File: config.mk
export PLATFORM = sky130hd
export DESIGN_NAME = text_overlay
export DESIGN_NICKNAME = d
export VERILOG_FILES = /design/src/rtl/text_overlay.sv
export SDC_FILE = /design/constraint.sdc
export NUM_CORES = 1
export LEC_CHECK = 0
export CAP_MARGIN = 20
export CORE_UTILIZATION = 52
export DETAILED_ROUTE_END_ITERATION = 12
export GPL_TIMING_DRIVEN = 0
export PLACE_DENSITY_LB_ADDON = 0.12
export SLEW_MARGIN = 20
export SYNTH_ARGS = -nofsm -noshare
export SYNTH_HDL_FRONTEND = slang
export SYNTH_SLANG_ARGS = --single-unit
export TNS_END_PERCENT = 50
File: constraint.sdc
create_clock -name clk -period 3.99 [get_ports clk]
set_input_delay 0.798 -clock clk [delete_from_list [all_inputs] [get_ports clk]]
set_output_delay 0.798 -clock clk [all_outputs]
set_load 0.05 [all_outputs]
File: src/rtl/text_overlay.sv
// text_overlay: character-cell text renderer between the VGA sync generator
// and the colour mux. Holds a buffer of 6-bit glyph codes, maps each pixel
// coordinate to a cell and a glyph row/column for the glyph ROM, and returns
// the ROM pixel aligned with sync/blank delayed by three cycles.
//
// Ports:
//   clk, reset                 pixel clock, asynchronous active-high reset
//   pixel_x, pixel_y           current pixel coordinate from the sync generator
//   video_on, hsync_in, vsync_in  active-video flag and syncs
//   wr_en, wr_addr, wr_data    buffer write port (addr = row*TEXT_COLS + col)
//   char_index, glyph_row, glyph_column  glyph ROM address
//   glyph_pixel                combinational glyph ROM result
//   text_pixel, text_valid     foreground pixel and in-window flag
//   video_on_out, hsync_out, vsync_out  inputs delayed three cycles
//   clear_busy                 high while the post-reset buffer clear runs
module text_overlay #(
    parameter int unsigned TEXT_COLS  = 16,
    parameter int unsigned TEXT_ROWS  = 2,
    parameter int unsigned ADDR_W     = 5,
    parameter int unsigned ORIGIN_X   = 256,
    parameter int unsigned ORIGIN_Y   = 32,
    parameter int unsigned SCALE_LOG2 = 1,
    parameter int unsigned BLANK_CODE = 31
) (
    input  logic              clk,
    input  logic              reset,
    input  logic [9:0]        pixel_x,
    input  logic [9:0]        pixel_y,
    input  logic              video_on,
    input  logic              hsync_in,
    input  logic              vsync_in,
    input  logic              wr_en,
    input  logic [ADDR_W-1:0] wr_addr,
    input  logic [5:0]        wr_data,
    output logic [5:0]        char_index,
    output logic [2:0]        glyph_row,
    output logic [2:0]        glyph_column,
    input  logic              glyph_pixel,
    output logic              text_pixel,
    output logic              text_valid,
    output logic              video_on_out,
    output logic              hsync_out,
    output logic              vsync_out,
    output logic              clear_busy
);

    localparam int unsigned CELLS      = TEXT_COLS * TEXT_ROWS;
    localparam int unsigned CELL_SHIFT = 3 + SCALE_LOG2;
    localparam int unsigned WIN_W      = TEXT_COLS << CELL_SHIFT;
    localparam int unsigned WIN_H      = TEXT_ROWS << CELL_SHIFT;
    localparam int unsigned DEPTH      = 1 << ADDR_W;

    typedef enum logic {
        CLEAR = 1'b0,
        RUN   = 1'b1
    } state_t;

    state_t            state;
    logic [ADDR_W-1:0] clear_cnt;

    logic [5:0] char_buf [DEPTH];

    // S1 registers
    logic              s1_in_win;
    logic [ADDR_W-1:0] s1_cell_col;
    logic [ADDR_W-1:0] s1_cell_row;
    logic [2:0]        s1_gcol;
    logic [2:0]        s1_grow;
    logic              s1_video;
    logic              s1_hsync;
    logic              s1_vsync;

    // S2 registers (glyph row/column and char_index are the S2 outputs)
    logic              s2_in_win;
    logic              s2_video;
    logic              s2_hsync;
    logic              s2_vsync;

    // Offsets are 11 bits so coordinates left of/above the origin fail the
    // explicit >= compare instead of wrapping into the window.
    logic [10:0]       dx_c;
    logic [10:0]       dy_c;
    logic              in_win_c;
    logic [ADDR_W-1:0] rd_addr_c;

    assign dx_c = 11'(pixel_x) - 11'(ORIGIN_X);
    assign dy_c = 11'(pixel_y) - 11'(ORIGIN_Y);

    assign in_win_c = (pixel_x >= 10'(ORIGIN_X)) && (dx_c < 11'(WIN_W)) &&
                      (pixel_y >= 10'(ORIGIN_Y)) && (dy_c < 11'(WIN_H));

    assign rd_addr_c = ADDR_W'(s1_cell_row * ADDR_W'(TEXT_COLS) + s1_cell_col);

    // Buffer write port: the clear sweep owns it until RUN; user writes
    // beyond the last cell are dropped rather than wrapped.
    logic              mem_we_c;
    logic [ADDR_W-1:0] mem_waddr_c;
    logic [5:0]        mem_wdata_c;

    always_comb begin
        mem_we_c    = 1'b0;
        mem_waddr_c = wr_addr;
        mem_wdata_c = wr_data;
        if (state == CLEAR) begin
            mem_we_c    = 1'b1;
            mem_waddr_c = clear_cnt;
            mem_wdata_c = 6'(BLANK_CODE);
        end else if (wr_en && (32'(wr_addr) < CELLS)) begin
            mem_we_c = 1'b1;
        end
    end

    // Character buffer storage; a same-edge read sees the old code.
    always_ff @(posedge clk) begin
        if (mem_we_c) begin
            char_buf[mem_waddr_c] <= mem_wdata_c;
        end
    end

    // Clear FSM and the three-stage pixel pipeline
    always_ff @(posedge clk or posedge reset) begin
        if (reset) begin
            state        <= CLEAR;
            clear_cnt    <= '0;
            clear_busy   <= 1'b1;
            s1_in_win    <= 1'b0;
            s1_cell_col  <= '0;
            s1_cell_row  <= '0;
            s1_gcol      <= '0;
            s1_grow      <= '0;
            s1_video     <= 1'b0;
            s1_hsync     <= 1'b0;
            s1_vsync     <= 1'b0;
            s2_in_win    <= 1'b0;
            s2_video     <= 1'b0;
            s2_hsync     <= 1'b0;
            s2_vsync     <= 1'b0;
            char_index   <= 6'(BLANK_CODE);
            glyph_row    <= '0;
            glyph_column <= '0;
            text_pixel   <= 1'b0;
            text_valid   <= 1'b0;
            video_on_out <= 1'b0;
            hsync_out    <= 1'b0;
            vsync_out    <= 1'b0;
        end else begin
            case (state)
                CLEAR: begin
                    if (clear_cnt == ADDR_W'(CELLS - 1)) begin
                        state      <= RUN;
                        clear_busy <= 1'b0;
                    end
                    clear_cnt <= clear_cnt + ADDR_W'(1);
                end
                RUN: begin
                    clear_busy <= 1'b0;
                end
                default: begin
                    state <= CLEAR;
                end
            endcase

            // S1: coordinate to cell / glyph position
            s1_in_win   <= in_win_c;
            s1_cell_col <= ADDR_W'(dx_c >> CELL_SHIFT);
            s1_cell_row <= ADDR_W'(dy_c >> CELL_SHIFT);
            s1_gcol     <= 3'(dx_c >> SCALE_LOG2);
            s1_grow     <= 3'(dy_c >> SCALE_LOG2);
            s1_video    <= video_on;
            s1_hsync    <= hsync_in;
            s1_vsync    <= vsync_in;

            // S2: buffer read; outside the window the ROM sees the blank glyph
            char_index   <= s1_in_win ? char_buf[rd_addr_c] : 6'(BLANK_CODE);
            glyph_row    <= s1_grow;
            glyph_column <= s1_gcol;
            s2_in_win    <= s1_in_win;
            s2_video     <= s1_video;
            s2_hsync     <= s1_hsync;
            s2_vsync     <= s1_vsync;

            // S3: gate the ROM pixel
            text_pixel   <= glyph_pixel & s2_in_win & s2_video & (state == RUN);
            text_valid   <= s2_in_win;
            video_on_out <= s2_video;
            hsync_out    <= s2_hsync;
            vsync_out    <= s2_vsync;
        end
    end

endmodule

==> results of run 1 <==
-- cells in the final DEF (no fill, tap or decap), types with 5 or more instances in the layout --
cell type and count:
a21oi_1 22, buf_2 8, buf_6 5, edfxtp_1 192
mux2i_1 85, dfrtp_1 38, inv_1 5, mux4_1 5
dfstp_2 6, nor2b_1 6, clkinv_2 5, nor2_1 37
o41ai_1 5, clkdlybuf4s50_1 53, nand2b_2 5, clkbuf_1 6
clkbuf_16 25, a22oi_1 41, buf_4 5, nand2_1 12
-- state kept, by name, indices dropped and copies added, names as in the netlist, 3 cells and up --
signal,cells
char_buf,192
char_index,6
clear_cnt,5
glyph_column,3
glyph_row,3
s1_cell_col,5
s1_gcol,3
s1_grow,3
-- cells by family after synthesis --
family	Yosys count
buffers and inverters	31
flip-flops	236
XOR/XNOR	4
AND/OR/NAND/NOR	79
AO/OA/AOI/OAI	78
adder cells (fa/ha/maj)	2
multiplexers	95
-- worst reg2reg max path, cell delays in order (launching register included) --
cell      delay, ns
dfrtp_1        0.35
clkbuf_1       0.21
buf_2          0.24
o32ai_1        0.50
nand2_1        0.23
nor2_1         0.57
-- final timing paths --
check	slack, ns	to	start
worst min register to register	0.35	vsync_out$_DFF_PP0_	s2_vsync$_DFF_PP0_
worst max register to register	1.52	char_buf[15][0]$_DFFE_PP_	state$_DFF_PP0_
min in group asynchronous	0.70	s2_vsync$_DFF_PP0_	reset
worst min-delay path	0.35	vsync_out$_DFF_PP0_	s2_vsync$_DFF_PP0_
worst max-delay path	1.35	char_index[4]	char_index[4]$_DFF_PP1_
max in group asynchronous	2.68	char_index[0]$_DFF_PP1_	reset
-- per-layer routing --
| layer | wire length, um | global-route usage [%] | vias up |
|---|---|---|---|
| met5 | 0 | 0 | - |
| met4 | 434 | 6.37 | 0 |
| met3 | 880 | 3.00 | 36 |
| met2 | 9600 | 37.7 | 127 |
| met1 | 8550 | 31.7 | 2461 |
| li1 | - | - | 2205 |
-- power by group --
group	internal (mW)	total, mW	switching (mW)
Combinational	0.113	0.293	0.180
Clock	1.40	2.27	0.879
Sequential	2.69	2.69	0.00690
Total	4.20	5.26	1.07
-- synth_stat cells (2+ instances only) --
cell,count
edfxtp_1,192
buf_4,5
buf_12,2
clkbuf_1,2
buf_1,2
nor2b_1,6
mux2i_1,85
buf_2,8
mux2_2,4
ha_1,2
a22oi_1,41
nand2_1,12
nand2b_1,9
dfstp_2,6
a31oi_1,2
or2_2,2
mux4_1,5
nand3_1,2
o41ai_1,5
inv_1,6
a21oi_1,22
xnor2_1,4
o32ai_1,4
dfrtp_1,38
buf_6,5
nor2_1,37
-- layout make-up --
cell class / count / area, um^2 / area share, %
Inverter: 6 / 22.5 / 0.209
Clock inverter: 14 / 166 / 1.54
Tap cell: 225 / 282 / 2.61
Buffer: 25 / 204 / 1.89
Sequential cell: 236 / 6870 / 63.6
Multi-Input combinational cell: 258 / 2050 / 19.0
Clock buffer: 29 / 641 / 5.93
Timing Repair Buffer: 54 / 558 / 5.17
==> results_dict.tcl, run 1 <==
set metrics [dict create \
    run_status "finished, final reports clean" \
    cp_slowest_cell "clkdlybuf4s50_1" \
    ios 56 \
    critical_path_arrival_ns 1.84 \
    syn_inst 525 \
    gp_congestion 0.843 \
    ctsResizeCount 0 \
    hold_slack_ns 0.347 \
    syn_avg_cell_area_um2 17.4 \
    core_area_mm2 0.0172 \
    start_kind "register" \
    final_area_mm2 0.0108 \
    fin_crit_sh_pct 66.1 \
    path_cells "clkdlybuf4s50_1" \
    power.total_mw 5.26 \
    synth_top_family_by_area "multiplexers" \
    synthAdderAreaFrac_pct 0.274 \
    drv_slew 0 \
    final_nets 645 \
    clk_pin_slew_worst_paths_ns 0.06 \
    yosys.area.top_type "edfxtp_1" \
    fin_worst_skew_ns 0.00939 \
    htreeDepth 1 \
    ir_drop_mv 0.354 \
    drt_iter0_drc 463 \
    setup_viol 0 \
    synth_cell_types 43 \
    cts-root-buf "clkbuf_16" \
    yosys.area_share.simple_pct 4.18 \
    post-cts-setup-buffers 0 \
    worstPathMaxFanout 1 \
    antenna_cells 0 \
    cts.hold.buffers_added 0 \
    postRouteAntennaNets 0 \
    grt_pass1_vias 4962 \
    fmax_ghz 0.379 \
    synthXorXnorAreaFrac_pct 0.384 \
    die_area_mm2 0.0181 \
    synth_seq_cells 236 \
    crit_family "buffers and inverters" \
    post_dp_cell_area_mm2 0.00999 \
    required_ns 3.19 \
    num_rows 48 \
    drc 0 \
    portBuffers 53 \
    seq_area_frac_synth_pct 75.2 \
    grt_overflow 0 \
    netlist_top_cells_area "edfxtp_1, dfrtp_1, mux2i_1" \
    critical_path_class "register to output pin" \
    endpoint_kind "output pin" \
    final_core_util_pct 62.7 \
    ys.flop_type "edfxtp_1" \
    yosysWarningCount 0 \
    r2r_cells 5 \
    hp-class "register to register" \
    synth_edf_count 192 \
    grt_max_degree 33 \
    die_x_um 135 \
    synth.area.mux_share_pct 11.5 \
    power_leakage_nw 3.86 \
    cpPeakStageDelay_ns 0.80 \
    route.detailed.wl_per_inst_um 23.0 \
    syn_area_mm2 0.00914 \
    area_growth_pct 18.2 \
    drtPass1Iterations 4 \
    die_h_um 135 \
    fillerInstances 1252 \
    cap_violations 0 \
    numCtsBuffers 24 \
    slew_headroom_pct 28.1 \
    dp_hpwl_um 12900 \
    dp_cells 804 \
    synth_top_area_share_pct 63.1 \
    tns_ns 0 \
    min_period_ns 2.64 \
    worst-path-stages 1 \
    cts_tree "yes" \
    initial_core_util_pct 53.0 \
    antenna_found_initial 0 \
    cts.sinks 236 \
    final_hold_viol_count 0 \
    setup_ws_ns 1.35 \
    worst_pin_slew_ns 1.08 \
    path_buf_inv 1 \
    viasPerCell 5.70 \
    vias 4829 \
    rsz0062_at_grt "false" \
    post-place-ws_ns 1.03 \
    clock_latency_ns 0.50 \
    cts_buffer_depth 3 \
    stdcell_count 847 \
    whs_path_depth 0 \
    grt_first_pass_wirelength_um 29500 \
    syn-num-nets 565 \
    synth-compound-area-share_pct 5.94 \
    p_per_area_mw_per_mm2 487 \
    routed_wl_um 19500 \
    grt_util_all_layers_pct 22.6 \
    async_flop_share_pct 18.6 \
    drive_above_1_share_pct 13.0 \
]
No activity file was read; power rests on OpenSTA's default activity.
==> run 2: changes to the inputs <==
==> constraint.sdc (replaced) <==
create_clock -name clk -period 2.6 [get_ports clk]
set_input_delay 0.52 -clock clk [delete_from_list [all_inputs] [get_ports clk]]
set_output_delay 0.52 -clock clk [all_outputs]
set_load 0.05 [all_outputs]
==> run 2 against run 1 <==
  * Via count unchanged
  * Largest cell class unchanged
  * Largest power group unchanged
  * First-iteration DRC count unchanged
  * Clock skew unchanged
  * Power up 53%
  * Sequential power up 54%
  * Global-route usage unchanged
  * Clock power up 54%
  * Non-clock buffer count unchanged
  * Combinational power up 53%
  * Critical endpoint is now char_buf[15][0]$_DFFE_PP_
  * Hold slack unchanged
  * Setup slack worse by 1.2 ns
  * Critical path type is now register to register
==> results_dict.tcl, run 2 (same netlist as run 1, synthesis figures left out) <==
set metrics [dict create \
    hp-start "s2_vsync$_DFF_PP0_" \
    die_h_um 135 \
    grt_util_all_layers_pct 22.6 \
    cts_tree "yes" \
    top_register "char_buf" \
    antenna_cells 0 \
    dp_hpwl_um 12900 \
    drc 0 \
    power.total_mw 8.07 \
    viasPerCell 5.70 \
    largest_reg_flops 192 \
    die_area_mm2 0.0181 \
    p_per_area_mw_per_mm2 747 \
    grt_pass1_vias 4962 \
    fin_worst_skew_ns 0.00939 \
    ios 56 \
    whs_path_depth 0 \
    core_area_mm2 0.0172 \
    dp_cells 804 \
    numCtsBuffers 24 \
    ff_latch_area_mm2 0.00687 \
    grt_overflow 0 \
    cts.sinks 236 \
    fin_crit_sh_pct 94.9 \
    multiInputGateArea_mm2 0.00206 \
    drtPass1Iterations 4 \
    post_dp_cell_area_mm2 0.00999 \
    clk_pin_slew_worst_paths_ns 0.06 \
    clock_latency_ns 0.50 \
    worstPathMaxFanout 10 \
    vias 4829 \
    layout_commonest_cell "edfxtp_1" \
    cap_violations 0 \
    fmax_ghz 0.405 \
    final_area_mm2 0.0108 \
    htreeDepth 1 \
    cts.hold.buffers_added 0 \
    antenna_found_initial 0 \
    cts-root-buf "clkbuf_16" \
    postRouteAntennaNets 0 \
    run_status "finished, final reports clean" \
    grt_max_degree 33 \
    gp_congestion 0.843 \
    route.detailed.wl_per_inst_um 23.0 \
    reg.largest.list "char_buf x192, char_index x6" \
    fillerInstances 1254 \
    grt_first_pass_wirelength_um 29500 \
    hold_slack_ns 0.347 \
    r2r-end "char_buf[15][0]$_DFFE_PP_" \
    min_period_ns 2.47 \
    stdcell_count 847 \
    required_ns 2.73 \
    rsz0062_at_grt "false" \
    final_cell_mix "edfxtp_1, mux2i_1, clkdlybuf4s50_1" \
    initial_core_util_pct 53.0 \
    worst_pin_slew_ns 1.07 \
    power_leakage_nw 3.86 \
    routed_wl_um 19500 \
    area_growth_pct 18.3 \
    portBuffers 53 \
    hp-class "register to register" \
    start_kind "register" \
    r2r_cells 5 \
    drv_slew 0 \
    drive_above_1_share_pct 13.2 \
    slew_headroom_pct 28.6 \
    critical_path_class "register to register" \
    drt_iter0_drc 463 \
    min_to "vsync_out$_DFF_PP0_" \
    ir_drop_mv 0.544 \
    rr_startpoint "state$_DFF_PP0_" \
    endpoint_kind "register" \
    regToRegSetupSlack_ns 0.13 \
    cts_buffer_depth 3 \
    final_hold_viol_count 0 \
    critical_path_arrival_ns 2.60 \
    die_x_um 135 \
    setup_viol 0 \
    final_nets 645 \
    num_rows 48 \
]
-- run 2: cell counts in the layout (fill, tap and decap cells not counted) --
Identical to the previous run, type by type.
-- run 2: worst max-delay path, cell delays in order, from the launching register on --
cell and delay [ns]:
dfrtp_1 0.35, clkbuf_1 0.21, buf_2 0.24, o32ai_1 0.50
nand2_1 0.23, nor2_1 0.57
-- run 2: what timing repair did --
action / 4_1_cts / 5_1_grt
setup buffers: 0 / 0
setup endpoints to repair: 0 / 32
gates resized for setup: 0 / 1
-- run 2: final cells by class --
type / instances / area share [%]
Tap cell: 225 / 2.61
Multi-Input combinational cell: 258 / 19.0
Inverter: 6 / 0.208
Timing Repair Buffer: 54 / 5.17
Buffer: 25 / 1.89
Clock inverter: 14 / 1.54
Clock buffer: 29 / 5.93
Sequential cell: 236 / 63.6
-- run 2: worst max-delay path by stage --
| stage | startpoint | to | slack, ns | cells past startpoint |
|---|---|---|---|---|
| finish | state$_DFF_PP0_ | char_buf[15][0]$_DFFE_PP_ | 0.13 | 5 |
| global route | state$_DFF_PP0_ | char_buf[15][1]$_DFFE_PP_ | 0.01 | 6 |
| CTS | state$_DFF_PP0_ | char_buf[5][5]$_DFFE_PP_ | 0.13 | 5 |
| detailed placement | wr_en | char_buf[5][0]$_DFFE_PP_ | -0.09 | 4 |
| global placement | wr_en | char_buf[5][1]$_DFFE_PP_ | -0.04 | 4 |
| floorplan | state$_DFF_PP0_ | char_buf[19][0]$_DFFE_PP_ | 0.79 | 5 |
-- run 2: power breakdown --
group / leakage, nW / switching [mW] / total, mW / internal (mW)
Clock: 0.394 / 1.35 / 3.49 / 2.14
Combinational: 1.21 / 0.276 / 0.449 / 0.174
Sequential: 2.26 / 0.0106 / 4.13 / 4.12
-- run 2: per-stage QoR --
| stage | setup TNS (ns) | util, % | setup WS (ns) |
|---|---|---|---|
| 6_report | 0 | 62.7 | 0.134 |
| 5_1_grt | 0 | 62.7 | 0.0133 |
| 4_1_cts | 0 | 62.6 | 0.134 |
| 3_5_place_dp | -3.49 | 57.9 | -0.0867 |
| 3_3_place_gp | -0.673 | 57.7 | -0.0379 |
| 2_1_floorplan | 0 | - | 0.787 |
-- run 2: layer usage --
layer	global-route usage [%]	wire length, um
met3	3.00	880
met1	31.7	8550
met4	6.37	434
met5	0	0
met2	37.7	9600
==> RTL change (settings of run 1) <==
Remove the register `char_index`: a continuous assignment takes its place, so the output `char_index` follows one clock earlier.
--- a/src/rtl/text_overlay.sv
+++ b/src/rtl/text_overlay.sv
@@ -137,3 +137,2 @@
             s2_vsync     <= 1'b0;
-            char_index   <= 6'(BLANK_CODE);
             glyph_row    <= '0;
@@ -173,3 +172,2 @@
             // S2: buffer read; outside the window the ROM sees the blank glyph
-            char_index   <= s1_in_win ? char_buf[rd_addr_c] : 6'(BLANK_CODE);
             glyph_row    <= s1_grow;
@@ -190,2 +188,4 @@
 
+    assign char_index = s1_in_win ? char_buf[rd_addr_c] : 6'(BLANK_CODE);
+
 endmodule
Function: changed (Yosys sat finds a counterexample within 4 cycles, from zero or initial values and one cycle with reset high).
==> RTL change against run 1 <==
- area after synthesis is 2.8% lower
- sequential cell count is 6 lower
- fmax is 31% lower
- final cell count is 9.7% lower
- largest power group unchanged
- critical path type unchanged
- setup slack worse by 1200 ps
- cell area is 3.0% lower
- wire length is 10% lower
- combinational power is 10% lower
- count of clock-buffer cells in the layout is 2 higher
- first-iteration DRC count is 25% lower
- via count is 6.9% lower
- worst hold slack worse by 1.6 ps
- power is 2.8% lower
- clock skew hardly changed
==> RTL change: results (changes against run 1) <==
[drt] routed via count divided by cell count 5.88 [was 5.70]
[drt] mean routed wirelength per cell 22.8 µm [was 23.0 µm]
[finish] diode count 0 [unchanged]
[synthesis] Post-synth EDFFs 192 [unchanged]
[drt] number of iterations in the first detailed-routing pass 5 [was 4]
[finish] registers with the most flip-flops char_buf: 192 flops, clear_cnt: 5 flops, s1_cell_col: 5 flops [was char_buf: 192 flops, char_index: 6 flops]
[finish] layout net count 569 [was 645]
[synthesis] top area cells in the synthesized netlist edfxtp_1 (65%), dfrtp_1 (10%), mux4_2 (8.6%) [was edfxtp_1 (63%), dfrtp_1 (10%), mux2i_1 (9.3%)]
[synthesis] synthesized net count 491 [was 565]
[sta] Max Clock Skew 9.76 ps [was 9.39 ps]
[grt] wire length of the first global-routing pass 27000 µm [was 29500 µm]
[grt] antenna violations before repair 0 [unchanged]
[drt] sum of routed wire length over all layers 17500 µm [was 19500 µm]
[sta] relative slew slack 33.0% [was 28.1%]
[synthesis] portion of the post-synthesis area used by sequential elements 75.7% [was 75.2%]
[clocking] buffer type at the clock tree root clkbuf_16 [unchanged]
[pwr] maximum vdd drop 0.331 mV [was 0.354 mV]
[clocking] Clock Latency Late Sink 490 ps
[worst_setup_path] highest net fanout along the worst path 10 [was 1]
[grt] largest net degree at the start of global routing 39 [was 33]
[grt] Tot GR Track Use 20.9% [was 22.6%]
[synthesis] yosys synthesis warning count 0 [unchanged]
[grt] via count of the first global-routing pass 4643 [was 4962]
[clocking] Clock transition at path regs 60 ps [about the same]
[synthesis] Mapped Cells 451 [was 525]
[pwr] cell internal power dissipation 4.10 mW [was 4.20 mW]
[place] HPWL after DPL 11400 µm [was 12900 µm]
[synthesis] number of distinct library cells after synthesis 44 [was 43]
[synthesis] leading register cell type out of synthesis edfxtp_1 [unchanged]
[place] number of placed instances, taps included 724 [was 804]
[synthesis] fraction of synthesis flops using an asynchronous set or reset pin 16.5% [was 18.6%]
[synthesis] top post-synthesis cells by count edfxtp_1 (192), dfrtp_1 (37), nor2_1 (35) [was edfxtp_1 (192), mux2i_1 (85), a22oi_1 (41)]
[run_status] run status completed [unchanged]
[finish] fraction of layout cells with a size suffix above 1 20.6% [was 13.0%]
[clocking] number of cells upsized or downsized after cts 7 [was 0]
[pwr] total leakage power 3.55 nW [was 3.86 nW]
[clocking] setup repair bufs after CTS 0 [unchanged]
[worst_hold_path] Tightest Hold Check Type reg -> reg [unchanged]
[place] count of buffers inserted at the top-level ports 53 [unchanged]
[clocking] CTS H-tree lvls 1 [unchanged]
[clocking] number of buffers between clock root and the deepest sink 3 [unchanged]
[clocking] number of buffers inserted during clock tree synthesis 23 [was 24]
[finish] Filler Cell Count 1152 [was 1252]
[drt] drt first-iter violations 347 [was 463]
[place] gp weighted congestion 0.762 [was 0.843]
[worst_setup_path] worst path arrival time 3000 ps [was 1840 ps]
RTL change: changes by cell type after synthesis, moves of 5 or more:
cell and change:
o41ai_1 -5, mux2_2 +9, a22oi_1 -41, or2_2 +5, mux4_2 +33, dfstp_2 -5
nand3_1 +6, mux2i_1 -66, a21oi_1 -15, a2bb2oi_1 +5
RTL change: layer usage:
layer	wire (µm)	up-vias	track usage, %
li1	-	1967	-
met1	7790	2332	30.2
met2	8450	168	34.2
met3	912	29	2.95
met4	316	0	5.04
met5	0	-	0
RTL change: power groups by stage:
| stage | combinational (mW) | clock (mW) | sequential (mW) |
|---|---|---|---|
| 2_1_floorplan | 0.142 | 0 | 2.70 |
| 3_3_place_gp | 0.257 | 0 | 2.68 |
| 3_5_place_dp | 0.264 | 0 | 2.68 |
| 4_1_cts | 0.264 | 2.24 | 2.63 |
| 5_1_grt | 0.281 | 2.34 | 2.63 |
| 6_report | 0.263 | 2.22 | 2.63 |
RTL change: area by class of cell:
| class | instances | area (µm²) | area share [%] |
|---|---|---|---|
| inverter | 7 | 26.3 | 0.251 |
| clock buffer | 31 | 626 | 5.97 |
| tap | 220 | 275 | 2.63 |
| clock inverter | 10 | 159 | 1.52 |
| timing repair buffer | 53 | 523 | 4.99 |
| multi-input combinational | 195 | 2020 | 19.3 |
| sequential | 230 | 6720 | 64.1 |
| buffer | 19 | 129 | 1.23 |
RTL change: path summary, 6_finish.rpt:
path	start	to	slack (ps)	cells after the start
setup / recovery	s1_cell_col[2]	char_index[3]	190	8
min in group asynchronous	reset	s2_vsync	770	2
setup reg to reg	state	char_buf[13][2]	1340	6
hold reg to reg	s1_grow[0]	glyph_row[0]	350	0
max in group asynchronous	reset	s2_video	2730	2
hold / removal	s1_grow[0]	glyph_row[0]	350	0
RTL change: cell families after synthesis:
| family | synth area share [%] |
|---|---|
| DFF | 75.7 |
| and+or+nand+nor | 4.49 |
| muxes | 14.8 |
| AOI/OAI and AO/OA | 2.66 |
| buffers and inverters | 1.73 |
| xor gates and xnor gates | 0.395 |
| adders and majority gates | 0.282 |
RTL change: worst max-delay path, cell delays in order, from the launching register on:
cell and delay, ps:
dfrtp_1 320, buf_4 190, buf_4 250, buf_2 320, mux4_2 340, mux2_2 280, o22ai_1 280, a21oi_1 90
dlygate4sd2_1 440
RTL change: per-stage QoR:
step	area, µm²	hold slack, ps	utilization, %	setup slack [ps]
2_1_floorplan	8880	331	-	613
3_3_place_gp	9690	332	58.2	407
3_5_place_dp	9690	336	58.2	382
4_1_cts	10500	347	62.9	165
5_1_grt	10500	345	63.0	106
6_report	10500	346	63.0	189
